File: config.mk
export PLATFORM = sky130hd
export DESIGN_NAME = axi_lite_slave_mem
export DESIGN_NICKNAME = d
export VERILOG_FILES = /design/src/rtl/axi_lite_pkg.sv /design/src/rtl/axi_lite_bytemem.sv /design/src/rtl/axi_lite_slave_mem.sv
export SDC_FILE = /design/constraint.sdc
export NUM_CORES = 1
export LEC_CHECK = 0
export CAP_MARGIN = 30
export CELL_PAD_IN_SITES_DETAIL_PLACEMENT = 1
export CELL_PAD_IN_SITES_GLOBAL_PLACEMENT = 1
export CORE_ASPECT_RATIO = 0.75
export CORE_MARGIN = 2
export CORE_UTILIZATION = 35
export DETAILED_ROUTE_END_ITERATION = 8
export GPL_TIMING_DRIVEN = 0
export PLACE_DENSITY_LB_ADDON = 0.1
export SETUP_SLACK_MARGIN = 0.5
export SYNTH_ARGS = -nofsm -noshare
export SYNTH_HDL_FRONTEND = slang
export SYNTH_HIERARCHICAL = 1
export SYNTH_SLANG_ARGS = --single-unit
File: constraint.sdc
create_clock -name clk_i -period 5.1 [get_ports clk_i]
set_input_delay 1.02 -clock clk_i [delete_from_list [all_inputs] [get_ports clk_i]]
set_output_delay 1.02 -clock clk_i [all_outputs]
set_load 0.1 [all_outputs]
File: src/rtl/axi_lite_pkg.sv
// Shared AXI4-Lite response encodings and elaboration-time helpers.
package axi_lite_pkg;

    typedef logic [1:0] axi_resp_t;

    localparam axi_resp_t RESP_OKAY   = 2'b00;
    localparam axi_resp_t RESP_EXOKAY = 2'b01;
    localparam axi_resp_t RESP_SLVERR = 2'b10;
    localparam axi_resp_t RESP_DECERR = 2'b11;

    function automatic int clog2(input int value);
        int r;
        r = 0;
        while ((1 << r) < value) r++;
        return r;
    endfunction

endpackage

File: src/rtl/axi_lite_bytemem.sv
// Word storage with one byte-enabled write port and a combinational read port.
// A read on the same edge as a write sees the pre-edge contents.
module axi_lite_bytemem #(
    parameter int DATA_W = 32,
    parameter int DEPTH  = 16,
    parameter int IDX_W  = 4
) (
    input  logic                clk,
    input  logic                rst_n,
    input  logic                we,
    input  logic [IDX_W-1:0]    widx,
    input  logic [DATA_W-1:0]   wdata,
    input  logic [DATA_W/8-1:0] wstrb,
    input  logic [IDX_W-1:0]    ridx,
    output logic [DATA_W-1:0]   rdata
);

    localparam int STRB_W = DATA_W / 8;

    logic [DEPTH-1:0][DATA_W-1:0] mem;

    always_ff @(posedge clk or negedge rst_n) begin
        if (!rst_n) begin
            mem <= '0;
        end else if (we) begin
            for (int b = 0; b < STRB_W; b++) begin
                if (wstrb[b]) mem[widx][b*8 +: 8] <= wdata[b*8 +: 8];
            end
        end
    end

    // Non-power-of-two depths leave index codes with no backing word.
    assign rdata = (32'(ridx) < 32'(DEPTH)) ? mem[ridx] : '0;

endmodule

File: src/rtl/axi_lite_slave_mem.sv
// AXI4-Lite scratch/register window: independent AW/W capture, WSTRB writes,
// DECERR/SLVERR decode and a saturating count of error responses.
module axi_lite_slave_mem
    import axi_lite_pkg::*;
#(
    parameter int                ADDR_W    = 32,
    parameter int                DATA_W    = 32,
    parameter int                DEPTH     = 16,
    parameter logic [ADDR_W-1:0] BASE_ADDR = 32'h0000_1000,
    parameter int                WIN_BITS  = 12,
    parameter int                CNT_W     = 8
) (
    input  logic                clk_i,
    input  logic                rst_ni,
    input  logic                axi_awvalid_i,
    input  logic [ADDR_W-1:0]   axi_awaddr_i,
    output logic                axi_awready_o,
    input  logic                axi_wvalid_i,
    input  logic [DATA_W-1:0]   axi_wdata_i,
    input  logic [DATA_W/8-1:0] axi_wstrb_i,
    output logic                axi_wready_o,
    output logic                axi_bvalid_o,
    output logic [1:0]          axi_bresp_o,
    input  logic                axi_bready_i,
    input  logic                axi_arvalid_i,
    input  logic [ADDR_W-1:0]   axi_araddr_i,
    output logic                axi_arready_o,
    output logic                axi_rvalid_o,
    output logic [DATA_W-1:0]   axi_rdata_o,
    output logic [1:0]          axi_rresp_o,
    input  logic                axi_rready_i,
    output logic [CNT_W-1:0]    err_cnt_o
);

    localparam int STRB_W  = DATA_W / 8;
    localparam int IDX_LSB = clog2(STRB_W);
    localparam int IDX_W   = (DEPTH > 1) ? clog2(DEPTH) : 1;

    function automatic axi_resp_t decode(input logic [ADDR_W-1:0] addr);
        if (addr[ADDR_W-1:WIN_BITS] != BASE_ADDR[ADDR_W-1:WIN_BITS]) return RESP_DECERR;
        if (32'(addr[WIN_BITS-1:IDX_LSB]) >= 32'(DEPTH)) return RESP_SLVERR;
        return RESP_OKAY;
    endfunction

    logic              aw_held, w_held;
    logic [ADDR_W-1:0] aw_addr;
    logic [DATA_W-1:0] w_data;
    logic [STRB_W-1:0] w_strb;
    logic              bvalid, rvalid;
    axi_resp_t         bresp, rresp;
    logic [DATA_W-1:0] rdata, mem_rdata;
    logic [CNT_W-1:0]  err_cnt;

    logic      aw_hs, w_hs, ar_hs, commit, b_err, r_err;
    axi_resp_t b_dec, ar_dec;

    assign aw_hs  = axi_awvalid_i && !aw_held;
    assign w_hs   = axi_wvalid_i && !w_held;
    // A pending B that is being accepted this edge frees the slot for the next commit.
    assign commit = aw_held && w_held && (!bvalid || axi_bready_i);
    assign b_dec  = decode(aw_addr);
    assign ar_dec = decode(axi_araddr_i);
    assign ar_hs  = axi_arvalid_i && axi_arready_o;
    assign b_err  = commit && (b_dec != RESP_OKAY);
    assign r_err  = ar_hs && (ar_dec != RESP_OKAY);

    axi_lite_bytemem #(
        .DATA_W (DATA_W),
        .DEPTH  (DEPTH),
        .IDX_W  (IDX_W)
    ) u_mem (
        .clk    (clk_i),
        .rst_n  (rst_ni),
        .we     (commit && (b_dec == RESP_OKAY)),
        .widx   (aw_addr[IDX_LSB +: IDX_W]),
        .wdata  (w_data),
        .wstrb  (w_strb),
        .ridx   (axi_araddr_i[IDX_LSB +: IDX_W]),
        .rdata  (mem_rdata)
    );

    always_ff @(posedge clk_i or negedge rst_ni) begin
        if (!rst_ni) begin
            aw_held <= 1'b0;
            w_held  <= 1'b0;
            aw_addr <= '0;
            w_data  <= '0;
            w_strb  <= '0;
        end else begin
            if (aw_hs) begin
                aw_held <= 1'b1;
                aw_addr <= axi_awaddr_i;
            end else if (commit) begin
                aw_held <= 1'b0;
            end
            if (w_hs) begin
                w_held <= 1'b1;
                w_data <= axi_wdata_i;
                w_strb <= axi_wstrb_i;
            end else if (commit) begin
                w_held <= 1'b0;
            end
        end
    end

    always_ff @(posedge clk_i or negedge rst_ni) begin
        if (!rst_ni) begin
            bvalid <= 1'b0;
            bresp  <= RESP_OKAY;
        end else if (commit) begin
            bvalid <= 1'b1;
            bresp  <= b_dec;
        end else if (axi_bready_i) begin
            bvalid <= 1'b0;
        end
    end

    always_ff @(posedge clk_i or negedge rst_ni) begin
        if (!rst_ni) begin
            rvalid <= 1'b0;
            rresp  <= RESP_OKAY;
            rdata  <= '0;
        end else if (ar_hs) begin
            rvalid <= 1'b1;
            rresp  <= ar_dec;
            rdata  <= (ar_dec == RESP_OKAY) ? mem_rdata : '0;
        end else if (axi_rready_i) begin
            rvalid <= 1'b0;
        end
    end

    logic [CNT_W:0] err_sum;
    assign err_sum = {1'b0, err_cnt} + (CNT_W+1)'(b_err) + (CNT_W+1)'(r_err);

    always_ff @(posedge clk_i or negedge rst_ni) begin
        if (!rst_ni) err_cnt <= '0;
        else         err_cnt <= err_sum[CNT_W] ? '1 : err_sum[CNT_W-1:0];
    end

    assign axi_awready_o = !aw_held;
    assign axi_wready_o  = !w_held;
    assign axi_arready_o = !rvalid || axi_rready_i;
    assign axi_bvalid_o  = bvalid;
    assign axi_bresp_o   = bresp;
    assign axi_rvalid_o  = rvalid;
    assign axi_rdata_o   = rdata;
    assign axi_rresp_o   = rresp;
    assign err_cnt_o     = err_cnt;

endmodule

# Yosys cells after proc, flatten, opt, wreduce, memory -nomap -nowiden
# Cells that the tools add are included.
[word_totals]
reg_bits = 628
in_bits = 107
[classes]
n_addsub = 2
magnitude_cmp = 5
n_eq_ne = 2
mux = 44
reduce_logical = 23
[op_table]
columns = ["operator", "n"]
rows = [
  ["512-bit two-way mux", 7],
  ["512-bit bitwise mux", 4],
  ["32-bit demux with 4-bit select", 4],
  ["32-bit binary-select mux with 4-bit select", 1],
  ["32-bit two-way mux", 3],
  ["20-bit by 1-bit inequality test with 1-bit output, second input constant", 2],
  ["24-bit two-way mux", 1],
  ["10-bit by 5-bit >= comparator with 1-bit output, second input constant", 2],
  ["16-bit two-way mux", 1],
  ["2-bit two-way mux", 8],
  ["8-bit two-way mux", 2],
  ["1-bit two-way mux", 13],
  ["2-bit nonzero test", 6],
  ["4-bit by 5-bit < comparator with 1-bit output, second input constant", 2],
  ["8-bit by 1-bit adder with 9-bit output", 1],
  ["9-bit by 1-bit adder with 9-bit output", 1],
  ["1-bit logical AND", 9],
  ["4-bit by 1-bit >= comparator with 1-bit output, second input constant", 1],
  ["1-bit zero test", 4],
  ["2-bit zero test", 2],
  ["1-bit logical OR", 2],
]

# Longest topological paths before layout
[logic_depth]
depth_word = 16
depth_mapped = 13
depth_no_buf = 11

# By module
# Netlist, hierarchy kept.
[by_module_without_submodules]
columns = ["mod", "n_inst", "cells_each", "area_per_inst_um2", "seq_area_each_um2"]
rows = [
  ["axi_lite_bytemem", 1, 1438, 23188.5, 12812.3],
  ["axi_lite_slave_mem", 1, 370, 4652.0, 2852.7],
]

# Least setup slack after synthesis
# OpenSTA, ideal clock, no wires.
[synth_timing]
path_kind = "input-to-reg"
start = "in axi_rready_i"
end = "reg err_cnt[6] (netlist: err_cnt_o[6])"
arrival_time_ns = 3.824
required_ns = 4.976
slack_ns = 1.152
path_stages = 12
path_buffers = 2
path_cell_list = "nand2b_1 -> and2_1 -> clkbuf_1 -> clkbuf_1 -> nand2_1 -> fa_1 -> inv_1 -> ha_1 -> and3_1 -> nand2_1 -> nor3_1 -> nor2_1"
[synth_between]
elab_chain_cells = 5
[synth_lines]
columns = ["item", "line_no", "text"]
rows = [
  ["start: declaration", "axi_lite_slave_mem.sv:31", "input logic axi_rready_i,"],
  ["1-bit logical OR", "axi_lite_slave_mem.sv:142", "assign axi_arready_o = !rvalid || axi_rready_i;"],
  ["1-bit logical AND", "axi_lite_slave_mem.sv:63", "assign ar_hs = axi_arvalid_i && axi_arready_o;"],
  ["1-bit logical AND", "axi_lite_slave_mem.sv:65", "assign r_err = ar_hs && (ar_dec != RESP_OKAY);"],
  ["9-bit by 1-bit adder with 9-bit output", "axi_lite_slave_mem.sv:133", "assign err_sum = {1'b0, err_cnt} + (CNT_W+1)'(b_err) + (CNT_W+1)'(r_err);"],
  ["8-bit two-way mux", "axi_lite_slave_mem.sv:137", "else err_cnt <= err_sum[CNT_W] ? '1 : err_sum[CNT_W-1:0];"],
  ["end signal: assignment", "axi_lite_slave_mem.sv:137", ""],
  ["end: declaration", "axi_lite_slave_mem.sv:52", "logic [CNT_W-1:0] err_cnt;"],
]
# Every way passes these cells.
# A chain may end at the register's enable or synchronous reset.

# Worst setup path in the final report
# Ends and elaborated chain as after synthesis.

==> flow_summary_export.csv <==
group,metric,value,unit
sta,relSlewSlack,30.9,%
cts,htree_levels,3,
logic_synthesis,synth_area,0.0278,mm²
power,total_leakage_power,0.0153,µW
critical_path,cpMaxStageDelayCell,"clkbuf_1",
cts,cts_tree,"built",
die,die_h,248,µm
finish,fill_cells,7826,
global_routing,gr-total-overflow,0,
detailed_routing,drt_iter0_drc,895,
logic_synthesis,synth_seq_cells,626,
critical_path,r2r-end,"err_cnt_o[6]$_DFF_PN0_",
outcome,status,"completed",
placement,place_hpwl,60.1,mm
finish,syn_to_final_growth,19.5,%
logic_synthesis,synth_top_area_share,56.3,%
logic_synthesis,synth_top_flop_cell,"dfrtp_1",
global_routing,gr-usage-all-layers,21.5,%
power,power,12600,µW
logic_synthesis,synth.yosys.warnings,6,
die,initial_core_util,35.4,%
cts,cts_resized,0,
critical_path,cpPeakStageDelay,0.60,ns
sta,setup_tns,0,ns
finish,nets,2160,
cts,clk_pin_slew,0.06,ns
cts,clkLatencyLatePin,0.63,ns
sta,slew_viol_final,0,
finish,drive_gt1_share,42.5,%
critical_path,critPathKind,"in -> reg",
critical_path,cp-start-kind,"input pin",
sta,fin_crit,4.21,ns
sta,finalSetupViolations,0,
cts,clock_sinks,626,
sta,grt_setup_unrepaired,"false",
power,pwr_density_cell,379,mW/mm²
logic_synthesis,syn-num-nets,1917,
die,die_x,330,µm
global_routing,grt_pass1_wl,127,mm
logic_synthesis,async_flop_share,100,%
logic_synthesis,syn_inst,1808,
global_routing,grt_max_degree,120,
finish,fin_cells,3148,
power,ir_drop,0.000243,V
sta,hold_viol,0,
detailed_routing,wl_per_cell,27.1,µm
detailed_routing,drc_errors,0,
global_routing,grt_pass1_vias,18485,
detailed_routing,drt_wl_total,85.2,mm
logic_synthesis,synthDistinctLibCells,44,
sta,clock_skew,0.0226,ns
detailed_routing,drt-pass1-iter-count,5,
sta,clock.fmax,0.238,GHz
logic_synthesis,synth.avg_cell_area,15.4,µm²
logic_synthesis,synth_area_leaders,"dfrtp_1, mux2_2, mux4_2",
critical_path,crit_arrival,4.71,ns
critical_path,crit_path_end_kind,"register",
die,floorplan.die_area,0.0818,mm²
critical_path,r2r_cells,12,
critical_path,reg2reg_from,"axi_rvalid_o$_DFFE_PN0P_",
placement,place_congestion,0.797,
cts,cts_buffer_depth,3,
sta,worstMarginPinSlew,1.04,ns
cts,numCtsBuffers,68,
die,core,0.0787,mm²
critical_path,cp_data_required_time,5.60,ns
logic_synthesis,synth_top_area_cell,"dfrtp_1",
critical_path,path_cells,"clkdlybuf4s50_1 > nand2b_1 > and2_1 > clkbuf_1 > clkbuf_1 > nand2_1 > fa_1 > inv_1 > ha_1 > and3_1 > nand2_1 > nor3_1 > nor2_1",
die,io_pins,156,
die,rows,89,
global_routing,antenna_found_initial,2,
sta,finalCritPeriodShare,82.5,%
detailed_routing,vias,16691,
logic_synthesis,synth_edf_count,0,
logic_synthesis,yosysSeqAreaShare,56.3,%
cts,cts_hold_buf,0,
placement,dp_cells,3024,
detailed_routing,routed_via_density,5.30,
critical_path,worst-path-max-fanout,10,
run,maxCapViolCount,0,
min_path,hp-class,"in -> async",
placement,io_buffers,149,
critical_path,rrSetupSlack,1.43,ns
cts,cts_setup_buffers,0,
detailed_routing,antenna_left,0,
cts,clockRootBuffer,"clkbuf_16",
==> critical path, delay by kind of cell <==
kind / cells / cell delay, ns
buffers and inverters: 4 / 1.62
AND/OR/NAND/NOR: 7 / 1.36
adder cells (fa/ha/maj): 2 / 0.68
==> kinds of logic after synthesis <==
kind of cell | share of synthesized area [%]
AND/OR/NAND/NOR | 4.96
multiplexers | 33.9
adder cells (fa/ha/maj) | 0.117
AO/OA/AOI/OAI | 2.80
XOR/XNOR | 0.0944
buffers and inverters | 1.91
flip-flops | 56.3
==> cell usage in the layout (no fill, tap or decap), drive strengths merged, types with 2 or more instances in the layout <==
| cell type | netlist | routed |
|---|---|---|
| dfrtp | 626 | 626 |
| mux2 | 581 | 581 |
| clkbuf | 81 | 187 |
| clkdlybuf4s50 | 0 | 148 |
| nand2 | 129 | 129 |
| mux4 | 128 | 128 |
| a22oi | 64 | 64 |
| nor2 | 61 | 61 |
| buf | 36 | 61 |
| o21ai | 34 | 34 |
| clkinv | 0 | 11 |
| nor4 | 10 | 10 |
| nor2b | 10 | 10 |
| nand2b | 8 | 8 |
| nand3 | 4 | 4 |
| inv | 4 | 4 |
| and3 | 4 | 4 |
| nand4bb | 3 | 3 |
| nand4b | 3 | 3 |
| nor4b | 3 | 3 |
| and2 | 2 | 2 |
| nor3 | 2 | 2 |
| xor2 | 2 | 2 |
| bufinv | 0 | 2 |
| and4bb | 2 | 2 |
| nand4 | 2 | 2 |
==> cell usage after synthesis (3+ instances only) <==
master	count
mux2_1	68
nand3_1	4
nand4bb_1	3
buf_2	23
nor2_2	36
clkbuf_1	81
a22oi_1	64
nor4_1	10
nor2_8	4
nand2_1	113
and3_1	4
o21ai_2	29
o21ai_1	4
nor2_4	8
nand4b_1	3
mux4_2	128
dfrtp_1	626
nor2b_1	10
buf_6	6
nand2b_1	8
mux2_2	513
nor2_1	13
inv_1	4
buf_1	6
nand2_2	16
==> worst max path at each step <==
| stage | start | end | slack (ns) | cells past startpoint |
|---|---|---|---|---|
| final | axi_rready_i | err_cnt_o[6]$_DFF_PN0_ | 0.89 | 13 |
| after CTS | axi_rready_i | err_cnt_o[6]$_DFF_PN0_ | 0.88 | 13 |
| after floorplan | axi_rready_i | err_cnt_o[6]$_DFF_PN0_ | 1.15 | 12 |
| after global placement | rst_ni | u_mem/mem[330]$_DFFE_PN0P_ | -25.43 | 1 |
| after detailed placement | axi_rready_i | err_cnt_o[6]$_DFF_PN0_ | 0.25 | 13 |
| after global routing | axi_rready_i | err_cnt_o[7]$_DFF_PN0_ | 0.72 | 11 |
==> final cells by class <==
class / count / area [µm²] / share of cell area, %
Antenna cell: 1 / 2.50 / 0.00752
Buffer: 117 / 520 / 1.56
Clock buffer: 106 / 2030 / 6.10
Clock inverter: 14 / 156 / 0.470
Inverter: 4 / 15.0 / 0.0451
Multi-Input combinational cell: 1061 / 11600 / 35.0
Sequential cell: 626 / 15700 / 47.1
Tap cell: 1046 / 1310 / 3.93
Timing Repair Buffer: 173 / 1930 / 5.80
==> metal layers <==
metal | routed length (µm) | track usage (%)
met1 | 41000 | 31.4
met2 | 38700 | 33.1
met3 | 3730 | 3.79
met4 | 1810 | 5.40
met5 | 0 | 0
==> metrics by stage <==
step	cell area, µm²	util [%]	setup slack, ns	hold WS (ns)
after floorplan	27800	-	1.15	0.449
after global placement	30600	38.9	-25.43	0.466
after detailed placement	31000	39.4	0.255	0.467
after CTS	33200	42.2	0.884	0.459
after global routing	33300	42.3	0.719	0.483
final	33300	42.3	0.894	0.425
==> power by group <==
group	internal, µW	total (µW)	switching (µW)
Combinational	602	2020	1420
Sequential	5280	5710	433
Clock	2840	4900	2050
Total	8720	12600	3900
==> state kept, by name, indices dropped and copies added (netlist names), 2 cells and up <==
signal	count
axi_rdata_o	32
w_strb	4
w_data	32
axi_bresp_o	2
axi_rresp_o	2
u_mem/mem	512
err_cnt_o	8
aw_addr	30
(Power assumes the default switching activity.)
